File: src/rtl/plotter_pkg.sv
// rtl/plotter_pkg.sv - sprite indices, sprite table and shared types for the sprite plotter
package plotter_pkg;

   localparam int SPR_COUNT = 14;

   localparam logic [3:0] SPR_START     = 4'd0;
   localparam logic [3:0] SPR_BG        = 4'd1;
   localparam logic [3:0] SPR_FOOD      = 4'd2;
   localparam logic [3:0] SPR_PILLS     = 4'd3;
   localparam logic [3:0] SPR_FIRST_AID = 4'd4;
   localparam logic [3:0] SPR_BALL      = 4'd5;
   localparam logic [3:0] SPR_BROOM     = 4'd6;
   localparam logic [3:0] SPR_HUNGER    = 4'd7;
   localparam logic [3:0] SPR_BORED     = 4'd8;
   localparam logic [3:0] SPR_SICK      = 4'd9;
   localparam logic [3:0] SPR_DIRTY     = 4'd10;
   localparam logic [3:0] SPR_DYING     = 4'd11;
   localparam logic [3:0] SPR_ZZZS      = 4'd12;
   localparam logic [3:0] SPR_DEAD      = 4'd13;

   localparam logic [2:0] KEY_COLOUR = 3'b000;

   typedef enum logic [2:0] {
      ST_IDLE,
      ST_RUN,
      ST_FLUSH,
      ST_DONE,
      ST_HOLD
   } plot_state_t;

   typedef struct packed {
      logic [7:0]  ox;
      logic [6:0]  oy;
      logic [7:0]  w;
      logic [6:0]  h;
      logic [15:0] base;
      logic        keyed;
   } spr_entry_t;

   // Bases are packed back to back; full-screen images are opaque, everything else is keyed.
   function automatic spr_entry_t spr_lookup(input logic [3:0] idx);
      spr_entry_t e;
      case (idx)
         SPR_START:     e = '{8'd0,   7'd0,   8'd160, 7'd120, 16'd0,     1'b0};
         SPR_BG:        e = '{8'd0,   7'd0,   8'd160, 7'd120, 16'd19200, 1'b0};
         SPR_FOOD:      e = '{8'd10,  7'd20,  8'd4,   7'd2,   16'd38400, 1'b1};
         SPR_PILLS:     e = '{8'd156, 7'd116, 8'd8,   7'd8,   16'd38408, 1'b1};
         SPR_FIRST_AID: e = '{8'd30,  7'd40,  8'd6,   7'd5,   16'd38472, 1'b1};
         SPR_BALL:      e = '{8'd50,  7'd60,  8'd5,   7'd5,   16'd38502, 1'b1};
         SPR_BROOM:     e = '{8'd70,  7'd10,  8'd7,   7'd3,   16'd38527, 1'b1};
         SPR_HUNGER:    e = '{8'd100, 7'd5,   8'd8,   7'd4,   16'd38548, 1'b1};
         SPR_BORED:     e = '{8'd110, 7'd5,   8'd8,   7'd4,   16'd38580, 1'b1};
         SPR_SICK:      e = '{8'd120, 7'd5,   8'd8,   7'd4,   16'd38612, 1'b1};
         SPR_DIRTY:     e = '{8'd130, 7'd5,   8'd8,   7'd4,   16'd38644, 1'b1};
         SPR_DYING:     e = '{8'd140, 7'd5,   8'd8,   7'd4,   16'd38676, 1'b1};
         SPR_ZZZS:      e = '{8'd150, 7'd100, 8'd12,  7'd10,  16'd38708, 1'b1};
         SPR_DEAD:      e = '{8'd0,   7'd0,   8'd160, 7'd120, 16'd38828, 1'b0};
         default:       e = '0;
      endcase
      return e;
   endfunction

endpackage

File: src/rtl/sprite_scan_counter.sv
// rtl/sprite_scan_counter.sv - row-major scan position and linear ROM offset for one sprite
module sprite_scan_counter #(
   parameter int X_W    = 8,
   parameter int Y_W    = 7,
   parameter int ADDR_W = 16
) (
   input  logic              clk,
   input  logic              reset,
   input  logic              clear,
   input  logic              advance,
   input  logic [X_W-1:0]    w,
   input  logic [Y_W-1:0]    h,
   output logic [X_W-1:0]    cx,
   output logic [Y_W-1:0]    cy,
   output logic [ADDR_W-1:0] offset,
   output logic              last
);

   logic row_end;

   assign row_end = (cx == w - X_W'(1));
   assign last    = row_end && (cy == h - Y_W'(1));

   always_ff @(posedge clk) begin
      if (!reset || clear) begin
         cx     <= '0;
         cy     <= '0;
         offset <= '0;
      end else if (advance) begin
         offset <= offset + ADDR_W'(1);
         cx     <= row_end ? '0 : cx + X_W'(1);
         cy     <= row_end ? cy + Y_W'(1) : cy;
      end
   end

endmodule

File: src/rtl/sprite_plotter.sv
// rtl/sprite_plotter.sv - draws the requested sprite into the VGA adapter, one pixel per clock
module sprite_plotter
   import plotter_pkg::*;
#(
   parameter int SCREEN_W = 160,
   parameter int SCREEN_H = 120,
   parameter int X_W      = 8,
   parameter int Y_W      = 7,
   parameter int COLOUR_W = 3,
   parameter int ADDR_W   = 16,
   parameter int NUM_SPR  = SPR_COUNT
) (
   input  logic                clk,
   input  logic                reset,
   input  logic [NUM_SPR-1:0]  draw_s,
   output logic [ADDR_W-1:0]   rom_addr,
   input  logic [COLOUR_W-1:0] rom_data,
   output logic [X_W-1:0]      vga_x,
   output logic [Y_W-1:0]      vga_y,
   output logic [COLOUR_W-1:0] vga_colour,
   output logic                vga_plot,
   output logic                plot_done,
   output logic                busy
);

   localparam logic [X_W:0] X_LIM = (X_W+1)'(SCREEN_W);
   localparam logic [Y_W:0] Y_LIM = (Y_W+1)'(SCREEN_H);

   plot_state_t state, state_next;
   logic        flush_second, req, accept, advance, last;
   logic [3:0]  sel_idx;
   spr_entry_t  sel_entry;

   logic [X_W-1:0]    ox_q, w_q, cx;
   logic [Y_W-1:0]    oy_q, h_q, cy;
   logic [ADDR_W-1:0] base_q, offset;
   logic              keyed_q;
   logic              s1_valid;
   logic [X_W:0]      s1_x;
   logic [Y_W:0]      s1_y;

   assign req = |draw_s;

   always_comb begin
      sel_idx = '0;
      for (int i = NUM_SPR - 1; i >= 0; i--) begin
         if (draw_s[i]) sel_idx = 4'(i);
      end
   end

   assign sel_entry = spr_lookup(sel_idx);

   always_ff @(posedge clk) begin
      if (!reset) state <= ST_IDLE;
      else        state <= state_next;
   end

   always_comb begin
      state_next = state;
      case (state)
         ST_IDLE:  if (req) state_next = ST_RUN;
         ST_RUN:   if (last) state_next = ST_FLUSH;
         ST_FLUSH: if (flush_second) state_next = ST_DONE;
         ST_DONE:  state_next = ST_HOLD;
         ST_HOLD:  if (!req) state_next = ST_IDLE;
         default:  state_next = ST_IDLE;
      endcase
   end

   always_comb begin
      accept    = 1'b0;
      advance   = 1'b0;
      busy      = 1'b0;
      plot_done = 1'b0;
      case (state)
         ST_IDLE:  accept    = req;
         ST_RUN:   begin advance = 1'b1; busy = 1'b1; end
         ST_FLUSH: busy      = 1'b1;
         ST_DONE:  plot_done = 1'b1;
         default:  ;
      endcase
   end

   always_ff @(posedge clk) begin
      if (!reset) flush_second <= 1'b0;
      else        flush_second <= (state == ST_FLUSH) && !flush_second;
   end

   sprite_scan_counter #(.X_W(X_W), .Y_W(Y_W), .ADDR_W(ADDR_W)) u_scan (
      .clk     (clk),
      .reset   (reset),
      .clear   (accept),
      .advance (advance),
      .w       (w_q),
      .h       (h_q),
      .cx      (cx),
      .cy      (cy),
      .offset  (offset),
      .last    (last)
   );

   // rom_addr runs one pixel ahead of stage 1 so rom_data lines up with stage 1 a cycle later.
   always_ff @(posedge clk) begin
      if (!reset) begin
         rom_addr   <= '0;
         ox_q       <= '0;
         oy_q       <= '0;
         w_q        <= '0;
         h_q        <= '0;
         base_q     <= '0;
         keyed_q    <= 1'b0;
         s1_valid   <= 1'b0;
         s1_x       <= '0;
         s1_y       <= '0;
         vga_x      <= '0;
         vga_y      <= '0;
         vga_colour <= '0;
         vga_plot   <= 1'b0;
      end else begin
         if (accept) begin
            ox_q     <= sel_entry.ox;
            oy_q     <= sel_entry.oy;
            w_q      <= sel_entry.w;
            h_q      <= sel_entry.h;
            base_q   <= sel_entry.base;
            keyed_q  <= sel_entry.keyed;
            rom_addr <= sel_entry.base;
         end else if (advance) begin
            rom_addr <= base_q + offset + ADDR_W'(1);
         end
         s1_valid   <= advance;
         s1_x       <= {1'b0, ox_q} + {1'b0, cx};
         s1_y       <= {1'b0, oy_q} + {1'b0, cy};
         vga_x      <= s1_x[X_W-1:0];
         vga_y      <= s1_y[Y_W-1:0];
         vga_colour <= rom_data;
         vga_plot   <= s1_valid && !(keyed_q && rom_data == KEY_COLOUR)
                       && (s1_x < X_LIM) && (s1_y < Y_LIM);
      end
   end

endmodule

File: config.mk
export PLATFORM = sky130hd
export DESIGN_NAME = sprite_plotter
export DESIGN_NICKNAME = d
export VERILOG_FILES = /design/src/rtl/plotter_pkg.sv /design/src/rtl/sprite_scan_counter.sv /design/src/rtl/sprite_plotter.sv
export SDC_FILE = /design/constraint.sdc
export NUM_CORES = 1
export LEC_CHECK = 0
export ABC_AREA = 1
export ABC_CLOCK_PERIOD_IN_PS = 2000
export CAP_MARGIN = 20
export CORE_ASPECT_RATIO = 1.5
export CORE_UTILIZATION = 30
export DETAILED_ROUTE_END_ITERATION = 10
export HOLD_SLACK_MARGIN = 0.05
export MAX_ROUTING_LAYER = met4
export PLACE_DENSITY = 0.46
export RECOVER_POWER = 25
export REMOVE_ABC_BUFFERS = 1
export SYNTH_ARGS = -nofsm -noshare
export SYNTH_HDL_FRONTEND = slang
export SYNTH_SLANG_ARGS = --single-unit
File: constraint.sdc
create_clock -name clk -period 2 [get_ports clk]
set_clock_uncertainty 0.05 [all_clocks]
set_input_delay 0.2 -clock clk [delete_from_list [all_inputs] [get_ports clk]]
set_output_delay 0.2 -clock clk [all_outputs]
set_load 0.02 [all_outputs]
### Yosys cells after proc, flatten, opt, wreduce, memory -nomap -nowiden

Memories as Yosys holds them, arrays and structs flattened.
Index checks and enable logic that the tools add are counted.

* flip-flop bits (word level): 135
* ROM bits: 688
* input port bits: 19
* output and inout port bits: 37
* logic and storage cells: 84
* memories: 1

Memory list
* (name not given): depth 16, width 43, read ports 1, clocked after Yosys merged registers in 0, write ports 0, RTL line plotter_pkg.sv:43 `case (idx)`

* $add $sub $neg: 9
* $lt $le $gt $ge: 2
* eq/ne operators: 10
* muxes and demuxes: 26
* reduce and logical (&&, ||, !) cells: 17

Operators with widths (count)
* $mux W4: 14
* $add A16 B1 Y16 const B: 2
* $mux W16: 2
* $add A16 B16 Y16: 1
* $pmux W3 S5: 1
* $reduce_or A14 Y1: 1
* $mux W3: 4
* $add A8 B8 Y9: 1
* $lt A9 B8 Y1 const B: 1
* $add A7 B7 Y8: 1
* $add A8 B1 Y8 const B: 1
* $eq A8 B8 Y1: 1
* $lt A8 B7 Y1 const B: 1
* $mux W8: 1
* $ne A2 B2 Y1 const B: 4
* $sub A8 B1 Y8 const B: 1
* $add A7 B1 Y7 const B: 1
* $eq A7 B7 Y1: 1
* $sub A7 B1 Y7 const B: 1
* $eq A3 B2 Y1 const B: 2
* $logic_and A1 B1 Y1: 6
* $logic_not A3 Y1: 2
* $mux W1: 4
* $reduce_and A4 Y1: 1
* other kinds (7): 9

### Depth between registers and ports, before layout

Gate-level depths: netlist (run 1).
An unclocked memory read counts as a cell.

* depth in word-level cells: 16
* gate-level depth with buffers: 24
* depth with buffers taken out: 24

### Modules after synthesis

Synthesis (run 1) repeated with hierarchy kept, for this count alone.

* cells, all modules: 947
* area, all modules: 6727.7 µm²

By module, submodules not included
* sprite_plotter: times used 1, cells an instance 652, area an instance 4719.5 µm², seq. area each 1801.7 µm²
* sprite_scan_counter: times used 1, cells an instance 295, area an instance 2008.2 µm², seq. area each 620.6 µm²

### Least setup slack after synthesis (run 1)

No wires, ideal clock.

* kind: register to register
* start point: register oy_q[1] (netlist name)
* end point: register rom_addr[6]
* setup time: 111 ps
* arrival time: 1924 ps
* data required time: 1839 ps
* setup slack: -84 ps
* stages on the path, launching flop included: 14
* path buffers: 0
* clock period less this slack: 2084 ps
* cells stage by stage: dfxtp_1 -> inv_1 -> ha_1 -> inv_1 -> fa_1 -> nand3_1 -> nand2_1 -> a21oi_1 -> inv_1 -> or2_2 -> a31oi_1 -> nand3_1 -> nand3_1 -> inv_1

RTL lines
* end signal: assignment: RTL line sprite_plotter.sv:127 `rom_addr <= sel_entry.base;`
* end signal: assignment: RTL line sprite_plotter.sv:129 `rom_addr <= base_q + offset + ADDR_W'(1);`
* end: declaration: RTL line sprite_plotter.sv:16 `output logic [ADDR_W-1:0] rom_addr,`

==> results of run 1 <==
kinds of logic (layout without fill, tap and decap cells):
group | after synthesis | count (layout)
multiplexers | 1 | 1
flip-flops | 121 | 121
AND/OR/NAND/NOR | 354 | 354
adder cells (fa/ha/maj) | 42 | 42
XOR/XNOR | 33 | 33
buffers and inverters | 162 | 379
AO/OA/AOI/OAI | 180 | 180
state kept, by name, indices dropped and copies added (netlist names):
signal / cells
ox_q: 7
vga_colour: 3
vga_plot: 1
base_q: 10
rom_addr: 16
flush_second: 1
s1_x: 9
u_scan.offset: 16
w_q: 4
s1_valid: 1
s1_y: 8
keyed_q: 1
h_q: 4
vga_x: 8
vga_y: 7
u_scan.cx: 8
state: 3
oy_q: 7
u_scan.cy: 7
routing by layer:
metal	routed length [um]	vias up
met3	416	26
met1	7760	2977
li1	-	3346
met2	11400	88
met5	0	-
met4	358	0
synthesized netlist by cell type (all sizes together) (2+ instances only):
master,count,area (um^2)
clkbuf,15,56.3
nand2,181,702
a31oi,7,43.8
nor2,81,348
o21ai,76,384
or2,10,65.1
o22ai,4,25.0
ha,39,488
nand4,16,113
nor3,12,76.3
a21oi,70,350
clkinv,2,7.51
o31ai,3,22.5
nor4,5,50.1
dfxtp,121,2420
buf,4,20.0
xnor2,10,87.6
nor3b,3,27.5
inv,141,529
a22oi,3,22.5
a221oi,2,17.5
xor2,23,201
nand3b,3,22.5
o211ai,5,37.5
a211oi,2,15.0
nand3,42,210
o21a,2,15.0
fa,3,60.1
worst max-delay path: stages (launching register included):
cell      delay, ns
dfxtp_2        0.33
inv_4          0.08
ha_4           0.13
inv_2          0.04
fa_2           0.34
nand3_2        0.10
nand2_4        0.07
a21oi_4        0.16
buf_6          0.13
o21ai_4        0.05
buf_6          0.12
xnor2_2        0.12
o211ai_1       0.17
o211ai_1       0.10
inv_1          0.07
power groups by stage:
stage | registers [mW] | clock network [mW] | logic [mW]
2_1_floorplan | 3.15 | 0 | 1.65
3_3_place_gp | 3.04 | 0 | 3.62
3_5_place_dp | 3.03 | 0 | 3.63
4_1_cts | 2.99 | 3.44 | 3.71
5_1_grt | 3.04 | 3.54 | 4.35
6_report | 3.00 | 3.36 | 3.96
cell type report:
type | instances | area (um^2) | share of cell area
clock inverters | 13 | 191 | 0.0195
multi-input cells | 610 | 4100 | 0.417
clock buffers | 19 | 453 | 0.0461
repair buffers | 204 | 1760 | 0.179
inverters | 143 | 547 | 0.0556
flip-flops and latches | 121 | 2440 | 0.249
well taps | 268 | 335 | 0.0341
per-stage QoR:
step,utilization,instances,area (um^2)
2_1_floorplan,-,874,6410
3_3_place_gp,0.394,1330,8340
3_5_place_dp,0.394,1330,8340
4_1_cts,0.436,1368,9220
5_1_grt,0.465,1378,9830
6_report,0.465,1378,9830
worst min-delay path by stage:
| stage | start | endpoint | slack, ns | cells after the start |
|---|---|---|---|---|
| 4_1_cts | reset | s1_x[2]$_SDFF_PN0_ | 0.12 | 3 |
| 2_1_floorplan | reset | s1_x[1]$_SDFF_PN0_ | 0.24 | 2 |
| 6_report | reset | s1_x[2]$_SDFF_PN0_ | 0.12 | 3 |
| 5_1_grt | reset | s1_x[2]$_SDFF_PN0_ | 0.15 | 3 |
| 3_5_place_dp | s1_x[1]$_SDFF_PN0_ | vga_x[1]$_SDFF_PN0_ | 0.35 | 2 |
| 3_3_place_gp | s1_y[2]$_SDFF_PN0_ | vga_y[2]$_SDFF_PN0_ | 0.34 | 2 |
repair_timing:
action / CTS / global route
setup buffers: 6 / 13
setup endpoints to repair: 39 / 75
resized for setup: 63 / 150
pin swaps: 23 / 74
==> impl_metrics.env, run 1 <==
export IMPL_grtUsageTotal=0.194
export IMPL_layout_common_cells="nand2_1, buf_4, inv_1"
export IMPL_r2r_slack_ns=-0.11
export IMPL_yosysWarnings=0
export IMPL_drt_total_wl_um=19900
export IMPL_drc=0
export IMPL_peakVddDrop_v=0.000608
export IMPL_io_pins=56
export IMPL_cts_tree="built"
export IMPL_die_w_um=122
export IMPL_worstMarginPinSlew_ns=0.589
export IMPL_fmax_ghz=0.474
export IMPL_initial_core_util=0.307
export IMPL_r2r_cells=14
export IMPL_hold_class="in -> reg"
export IMPL_timing_final_ws_setup_ns=-0.108
export IMPL_status="finished with violations"
export IMPL_grt_util_met2=0.371
export IMPL_cts_sinks=121
export IMPL_crit_start="oy_q[1]$_SDFFE_PN0P_"
export IMPL_antenna_found_initial=0
export IMPL_hold_violations=0
export IMPL_wire_per_inst_um=14.5
export IMPL_synth_compound_area_frac=0.151
export IMPL_syn_area_mm2=0.00648
export IMPL_die_area_mm2=0.0222
export IMPL_p_int_mw=6.61
export IMPL_setup_viol=6
export IMPL_end_kind="register"
export IMPL_hpwl_um=15100
export IMPL_power_density_mw_per_mm2=1050
export IMPL_syn_inst=893
export IMPL_grt_pass1_wl_um=32000
export IMPL_final_antenna_net_count=0
export IMPL_rows=65
export IMPL_yosysSeqAreaShare=0.374
export IMPL_synth_xor_area_share=0.0446
export IMPL_synth_top_family_by_area="simple AND/OR/NAND/NOR gates"
export IMPL_drt_iter0_markers=215
export IMPL_max_slew_margin=0.607
export IMPL_combinationalPowerShare=0.384
export IMPL_fillCellCount=2138
export IMPL_gp_congestion=0.931
export IMPL_use_met3=0.0344
export IMPL_yosys_area_share_simple=0.250
export IMPL_grtUsageMet1=0.196
export IMPL_min_period_over_period=1.05
export IMPL_h_tree_depth=4
export IMPL_syn2layout_area_growth_pct=51.5
export IMPL_crit_end="rom_addr[8]$_SDFFE_PN0P_"
export IMPL_synth_edf_count=0
export IMPL_leakage_nw=4.42
export IMPL_net_switching_power_mw=3.70
export IMPL_fp_coreArea_mm2=0.0211
export IMPL_grt_overflow=0
export IMPL_dp_slack_ns=-0.517
export IMPL_r2r_start="oy_q[1]$_SDFFE_PN0P_"
export IMPL_grt_start_max_net_pins=54
export IMPL_synth_seq_cells=121
export IMPL_clockPowerShare=0.326
export IMPL_grt_pass1_vias=6370
export IMPL_n_antenna_cell=0
export IMPL_final_common_cell="nand2_1"
export IMPL_ctsHoldBuffers=0
export IMPL_rsz0062_at_grt="yes"
export IMPL_grt_most_used_layer="met2"
export IMPL_p_seq_frac=0.291
export IMPL_crit_required_ns=2.32
export IMPL_drive_gt1_frac=0.306
export IMPL_yosys_mux_area_fraction=0.00154
export IMPL_cp_start_kind="register"
export IMPL_drv_slew=0
export IMPL_maxCapViolCount=0
export IMPL_finalCriticalPeriod_ns=2.11
export IMPL_root_buffer="clkbuf_16"
export IMPL_ys_async_sr_fraction=0
export IMPL_fin_nets=1158
export IMPL_drt_pass1_iterations=4
export IMPL_path_class="reg -> reg"
export IMPL_synthAdderAreaFrac=0.0845
export IMPL_ys_types=52
export IMPL_power_mw=10.3
export IMPL_cts_buffer_depth=2
export IMPL_clk_pin_slew_ns=0.06
export IMPL_routed_via_density=4.67
export IMPL_portBuffers=55
export IMPL_swShare=0.359
export IMPL_violations="setup timing"
export IMPL_cts_made_buffers=17
export IMPL_worstPathMaxFanout=2
export IMPL_synth_ff_type="dfxtp_1"
export IMPL_syn_avg_cell_area_um2=7.26
export IMPL_holdWs_ns=0.125
export IMPL_via_count=6437
export IMPL_rr_endpoint="rom_addr[8]$_SDFFE_PN0P_"
export IMPL_die_h_um=182
export IMPL_fin_tns_setup_ns=-0.382
export IMPL_clock_latency_ns=0.42
export IMPL_cp_data_arrival_time_ns=2.42
(Power assumes the default switching activity.)
==> inputs of run 2 (changes only) <==
--- a/config.mk
+++ b/config.mk
@@ -8,8 +8,9 @@
 export ABC_AREA = 1
 export ABC_CLOCK_PERIOD_IN_PS = 2000
 export CAP_MARGIN = 20
-export CORE_ASPECT_RATIO = 1.5
+export CORE_ASPECT_RATIO = 1.1
 export CORE_UTILIZATION = 30
+export CTS_BUF_LIST = sky130_fd_sc_hd__clkbuf_8 sky130_fd_sc_hd__clkbuf_16
 export DETAILED_ROUTE_END_ITERATION = 10
 export HOLD_SLACK_MARGIN = 0.05
 export MAX_ROUTING_LAYER = met4
==> run 2 against run 1 <==
  * The run still ends with setup timing left
  * Highest routed layer unchanged
  * First-iteration DRC count up 1.4%
  * Wire length fell by 4.0%
  * Flip-flop and latch count unchanged
  * Sequential share of layout area is 0.31 points higher
  * Maximum frequency is 0.14% higher
  * Core utilization decreased by 0.63 points
  * Register-to-register slack about the same
==> impl_metrics.env, run 2 (synthesis gave the netlist of run 1 again) <==
export IMPL_status="finished with violations"
export IMPL_violations="setup timing"
export IMPL_slowest_delay_ns=0.34
export IMPL_fin_nets=1150
export IMPL_die_h_um=156
export IMPL_final_antenna_net_count=0
export IMPL_hold_class="in -> reg"
export IMPL_critPathTopFamily="compound AO/OA/AOI/OAI gates"
export IMPL_h_tree_depth=4
export IMPL_grt_pass1_vias=6230
export IMPL_maxCapViolCount=0
export IMPL_cts_made_buffers=17
export IMPL_grt_pass1_wl_um=30500
export IMPL_crit_required_ns=2.31
export IMPL_grt_overflow=0
export IMPL_timing_final_ws_setup_ns=-0.105
export IMPL_reg_top3="rom_addr (16), u_scan.offset (16), base_q (10)"
export IMPL_portBuffers=55
export IMPL_end_kind="register"
export IMPL_max_slew_margin=0.625
export IMPL_net_switching_power_mw=3.67
export IMPL_clockPowerShare=0.311
export IMPL_drc=0
export IMPL_combinationalPowerShare=0.392
export IMPL_routed_via_density=4.54
export IMPL_initial_core_util=0.305
export IMPL_drt_total_wl_um=19100
export IMPL_final_common_cell="nand2_1"
export IMPL_swShare=0.365
export IMPL_fmax_ghz=0.475
export IMPL_die_w_um=142
export IMPL_cp_start_kind="register"
export IMPL_rsz0062_at_grt="yes"
export IMPL_syn2layout_area_growth_pct=50.1
export IMPL_gp_congestion=0.929
export IMPL_grt_start_max_net_pins=54
export IMPL_dp_slack_ns=-0.514
export IMPL_layout_common_cells="nand2_1, buf_4, inv_1"
export IMPL_drt_iter0_markers=218
export IMPL_path_class="reg -> reg"
export IMPL_grt_util_met2=0.313
export IMPL_wire_per_inst_um=13.7
export IMPL_grt_most_used_layer="met2"
export IMPL_drive_gt1_frac=0.303
export IMPL_hold_violations=0
export IMPL_antenna_found_initial=0
export IMPL_clock_latency_ns=0.42
export IMPL_fin_tns_setup_ns=-0.257
export IMPL_path_cells="inv_4 > ha_4 > inv_2 > fa_2 > nand3_2 > nand2_4 > a21oi_4 > buf_6 > o21ai_4 > buf_6 > xnor2_2 > o211ai_1 > o211ai_1 > inv_1"
export IMPL_worstPathMaxFanout=2
export IMPL_fp_coreArea_mm2=0.0212
export IMPL_hpwl_um=14100
export IMPL_drt_pass1_iterations=4
export IMPL_drv_slew=0
export IMPL_peakVddDrop_v=0.000719
export IMPL_rows=56
export IMPL_power_density_mw_per_mm2=1030
export IMPL_grtUsageMet1=0.208
export IMPL_die_area_mm2=0.0222
export IMPL_finalCriticalPeriod_ns=2.10
export IMPL_n_antenna_cell=0
export IMPL_grtUsageTotal=0.183
export IMPL_cts_buffer_depth=2
export IMPL_via_count=6323
export IMPL_final_cell_area_mm2=0.00973
export IMPL_leakage_nw=4.34
export IMPL_cp_num_buf_inv=5
export IMPL_dpl_cell_area_mm2=0.00832
export IMPL_min_period_over_period=1.05
export IMPL_use_met3=0.0276
export IMPL_root_buffer="clkbuf_16"
export IMPL_cp_data_arrival_time_ns=2.41
export IMPL_p_int_mw=6.38
export IMPL_io_pins=56
export IMPL_worstMarginPinSlew_ns=0.563
export IMPL_holdWs_ns=0.290
export IMPL_ctsHoldBuffers=0
export IMPL_slowest_stage="fa_2"
export IMPL_cts_tree="built"
export IMPL_setup_viol=5
export IMPL_cts_sinks=121
export IMPL_clk_pin_slew_ns=0.06
export IMPL_p_seq_frac=0.297
run 2: timing repair:
| action | CTS | global route |
|---|---|---|
| setup endpoints to repair | 35 | 81 |
| pin swaps | 21 | 67 |
| endpoints found under the hold margin | 0 | 0 |
| buffers inserted | 6 | 13 |
| resized for setup | 65 | 146 |
run 2: metrics by stage:
stage	std cells	util	power, mW
floorplan	874	-	4.80
finish	1392	0.458	10.0
global route	1392	0.458	10.7
global placement	1346	0.392	6.61
CTS	1384	0.433	9.90
detailed placement	1346	0.392	6.61
run 2: final timing paths:
path / start / cells past startpoint / slack (ns) / end
setup / recovery: oy_q[1]$_SDFFE_PN0P_ / 14 / -0.10 / rom_addr[8]$_SDFFE_PN0P_
hold reg to reg: s1_y[1]$_SDFF_PN0_ / 2 / 0.36 / vga_y[1]$_SDFF_PN0_
setup reg to reg: oy_q[1]$_SDFFE_PN0P_ / 14 / -0.10 / rom_addr[8]$_SDFFE_PN0P_
hold / removal: rom_data[1] / 3 / 0.29 / vga_colour[1]$_SDFF_PN0_
run 2: layout make-up:
cell class                 count  area (um^2)
clock inverter                11          121
inverter                     143          549
multi-input combinational    610         4070
sequential                   121         2450
clock buffer                  21          480
timing repair buffer         196         1700
fill                        2174        11500
tap                          290          363
run 2: metal layers:
metal  vias up  wire (um)
li1       3301          -
met1      2895       8550
met2        90       9560
met3        37        451
met4         0        566
met5         -          0
run 2: worst reg2reg max path: stages (launching register included):
cell and delay [ns]:
dfxtp_2 0.33, inv_4 0.08, ha_4 0.13, inv_2 0.04, fa_2 0.34, nand3_2 0.09, nand2_4 0.07, a21oi_4 0.15
buf_6 0.12, o21ai_4 0.06, buf_6 0.12, xnor2_2 0.12, o211ai_1 0.17, o211ai_1 0.10, inv_1 0.07
run 2: power groups by stage:
stage / logic, mW / clock network, mW / registers [mW]
floorplan: 1.65 / 0 / 3.15
global placement: 3.57 / 0 / 3.03
detailed placement: 3.59 / 0 / 3.03
CTS: 3.72 / 3.19 / 2.99
global route: 4.33 / 3.29 / 3.03
finish: 3.93 / 3.13 / 2.99
==> inputs of run 3 (changes only) <==
--- a/config.mk
+++ b/config.mk
@@ -8,7 +8,7 @@
 export ABC_AREA = 1
 export ABC_CLOCK_PERIOD_IN_PS = 2000
 export CAP_MARGIN = 20
-export CORE_ASPECT_RATIO = 1.1
+export CORE_ASPECT_RATIO = 0.6
 export CORE_UTILIZATION = 30
 export CTS_BUF_LIST = sky130_fd_sc_hd__clkbuf_8 sky130_fd_sc_hd__clkbuf_16
 export DETAILED_ROUTE_END_ITERATION = 10
@@ -17,6 +17,7 @@
 export PLACE_DENSITY = 0.46
 export RECOVER_POWER = 25
 export REMOVE_ABC_BUFFERS = 1
+export SETUP_SLACK_MARGIN = 0.1
 export SYNTH_ARGS = -nofsm -noshare
 export SYNTH_HDL_FRONTEND = slang
 export SYNTH_SLANG_ARGS = --single-unit
==> run 3 against run 2 <==
  * The run still ends with setup timing left
  * Clock power grew 7.0%
  * Sequential share of layout area shrank 1.8 points
  * Core utilization grew 3.9 points
  * Worst hold slack lost 0.013 ns
  * Sequential power is essentially flat
  * Die area is essentially flat
  * Critical path type unchanged
  * Largest cell class unchanged
  * Largest power group unchanged
==> impl_metrics.env, run 3 (synthesis gave the netlist of run 1 again) <==
export IMPL_hold_violations=0
export IMPL_antenna_found_initial=0
export IMPL_drv_slew=0
export IMPL_final_common_cell="nand2_1"
export IMPL_max_slew_margin=0.586
export IMPL_drt_pass1_iterations=5
export IMPL_routed_via_density=4.61
export IMPL_root_buffer="clkbuf_16"
export IMPL_grt_pass1_vias=5989
export IMPL_grt_pass1_wl_um=33800
export IMPL_fp_coreArea_mm2=0.0211
export IMPL_die_h_um=116
export IMPL_gp_congestion=0.942
export IMPL_io_pins=56
export IMPL_power_mw=10.8
export IMPL_wire_per_inst_um=15.4
export IMPL_drive_gt1_frac=0.378
export IMPL_cp_num_buf_inv=4
export IMPL_worstMarginPinSlew_ns=0.621
export IMPL_grtUsageTotal=0.209
export IMPL_slowest_delay_ns=0.36
export IMPL_violations="setup timing"
export IMPL_grt_overflow=0
export IMPL_leakage_nw=4.65
export IMPL_hold_class="in -> reg"
export IMPL_cts_sinks=121
export IMPL_syn2layout_area_growth_pct=61.8
export IMPL_reg_top3="rom_addr (16), u_scan.offset (16), base_q (10)"
export IMPL_final_antenna_net_count=0
export IMPL_fin_nets=1182
export IMPL_grt_start_max_net_pins=54
export IMPL_setup_viol=7
export IMPL_dp_cells=1348
export IMPL_clock_latency_ns=0.43
export IMPL_portBuffers=55
export IMPL_initial_core_util=0.308
export IMPL_n_antenna_cell=0
export IMPL_clk_pin_slew_ns=0.06
export IMPL_die_area_mm2=0.0222
export IMPL_power_density_mw_per_mm2=1030
export IMPL_layout_common_cells="nand2_1, buf_4, inv_1"
export IMPL_r2r_slack_ns=-0.19
export IMPL_ctsHoldBuffers=0
export IMPL_drt_total_wl_um=21800
export IMPL_maxCapViolCount=0
export IMPL_rsz0062_at_grt="yes"
export IMPL_cts_tree="built"
export IMPL_worstPathMaxFanout=3
export IMPL_drt_iter0_markers=416
export IMPL_via_count=6509
export IMPL_cts_buffer_depth=2
export IMPL_path_cells="inv_4 > ha_4 > inv_4 > fa_2 > nand3_2 > nand2_4 > a21oi_4 > o21ai_2 > buf_4 > a31oi_4 > or2_4 > nand3_2 > nand2_1 > nand2_1 > inv_1"
export IMPL_timing_final_ws_setup_ns=-0.188
export IMPL_cts_made_buffers=17
export IMPL_die_w_um=192
export IMPL_end_kind="register"
export IMPL_h_tree_depth=4
export IMPL_cp_start_kind="register"
export IMPL_critPathTopFamily="adder cells"
export IMPL_rows=41
export IMPL_fmax_ghz=0.457
export IMPL_drc=0
export IMPL_finalCriticalPeriod_ns=2.19
export IMPL_cp_data_arrival_time_ns=2.51
export IMPL_hpwl_um=15700
export IMPL_peakVddDrop_v=0.000738
export IMPL_slowest_stage="fa_2"
export IMPL_min_period_over_period=1.09
export IMPL_path_class="reg -> reg"
export IMPL_crit_required_ns=2.32
export IMPL_fin_cells=1413
export IMPL_status="finished with violations"
export IMPL_holdWs_ns=0.277
## run 3: path summary, 6_finish.rpt
kind | startpoint | to | cells past startpoint
max reg2reg | oy_q[1]$_SDFFE_PN0P_ | rom_addr[10]$_SDFFE_PN0P_ | 15
min reg2reg | s1_x[4]$_SDFF_PN0_ | vga_x[4]$_SDFF_PN0_ | 2
max | oy_q[1]$_SDFFE_PN0P_ | rom_addr[10]$_SDFFE_PN0P_ | 15
min | rom_data[0] | vga_colour[0]$_SDFF_PN0_ | 3
## run 3: cell type report
cell class | instances | area [um^2]
flip-flops and latches | 121 | 2450
multi-input cells | 610 | 4510
clock buffers | 18 | 439
fillers | 2049 | 10600
clock inverters | 14 | 196
well taps | 279 | 349
repair buffers | 228 | 1980
inverters | 143 | 558
## run 3: timing repair
action	in CTS	in global routing
setup buffers	16	18
setup endpoints to repair	68	87
pin swaps	49	94
gates resized for setup	153	174
## run 3: through the flow
stage | utilization | setup TNS, ns | instance area, um^2 | setup WS, ns
after floorplan | - | -0.295 | 6410 | -0.0825
after global placement | 0.399 | -28.35 | 8400 | -0.614
after detailed placement | 0.399 | -27.89 | 8400 | -0.661
after CTS | 0.459 | -0.934 | 9670 | -0.171
after global routing | 0.498 | -2.18 | 10500 | -0.274
final | 0.498 | -0.815 | 10500 | -0.188
## run 3: power by group
group	leakage (nW)	switching [mW]	internal, mW
clock network	0.302	1.23	2.12
logic	3.35	2.54	1.87
registers	0.993	0.247	2.77
## run 3: layer usage
metal	vias to the layer above	part of all wire	track usage
met5	-	0	-
met4	0	0.0079	0.0540
met3	16	0.051	0.0515
met2	156	0.36	0.249
met1	2958	0.58	0.329
li1	3379	-	-
## run 3: worst register-to-register path, delay by kind of cell (launching register included)
| kind | cells | cell delay (ns) |
|---|---|---|
| flops | 1 | 0.33 |
| compound gates | 3 | 0.44 |
| buf+inv | 4 | 0.30 |
| fa+ha+maj | 2 | 0.52 |
| simple gates | 6 | 0.51 |
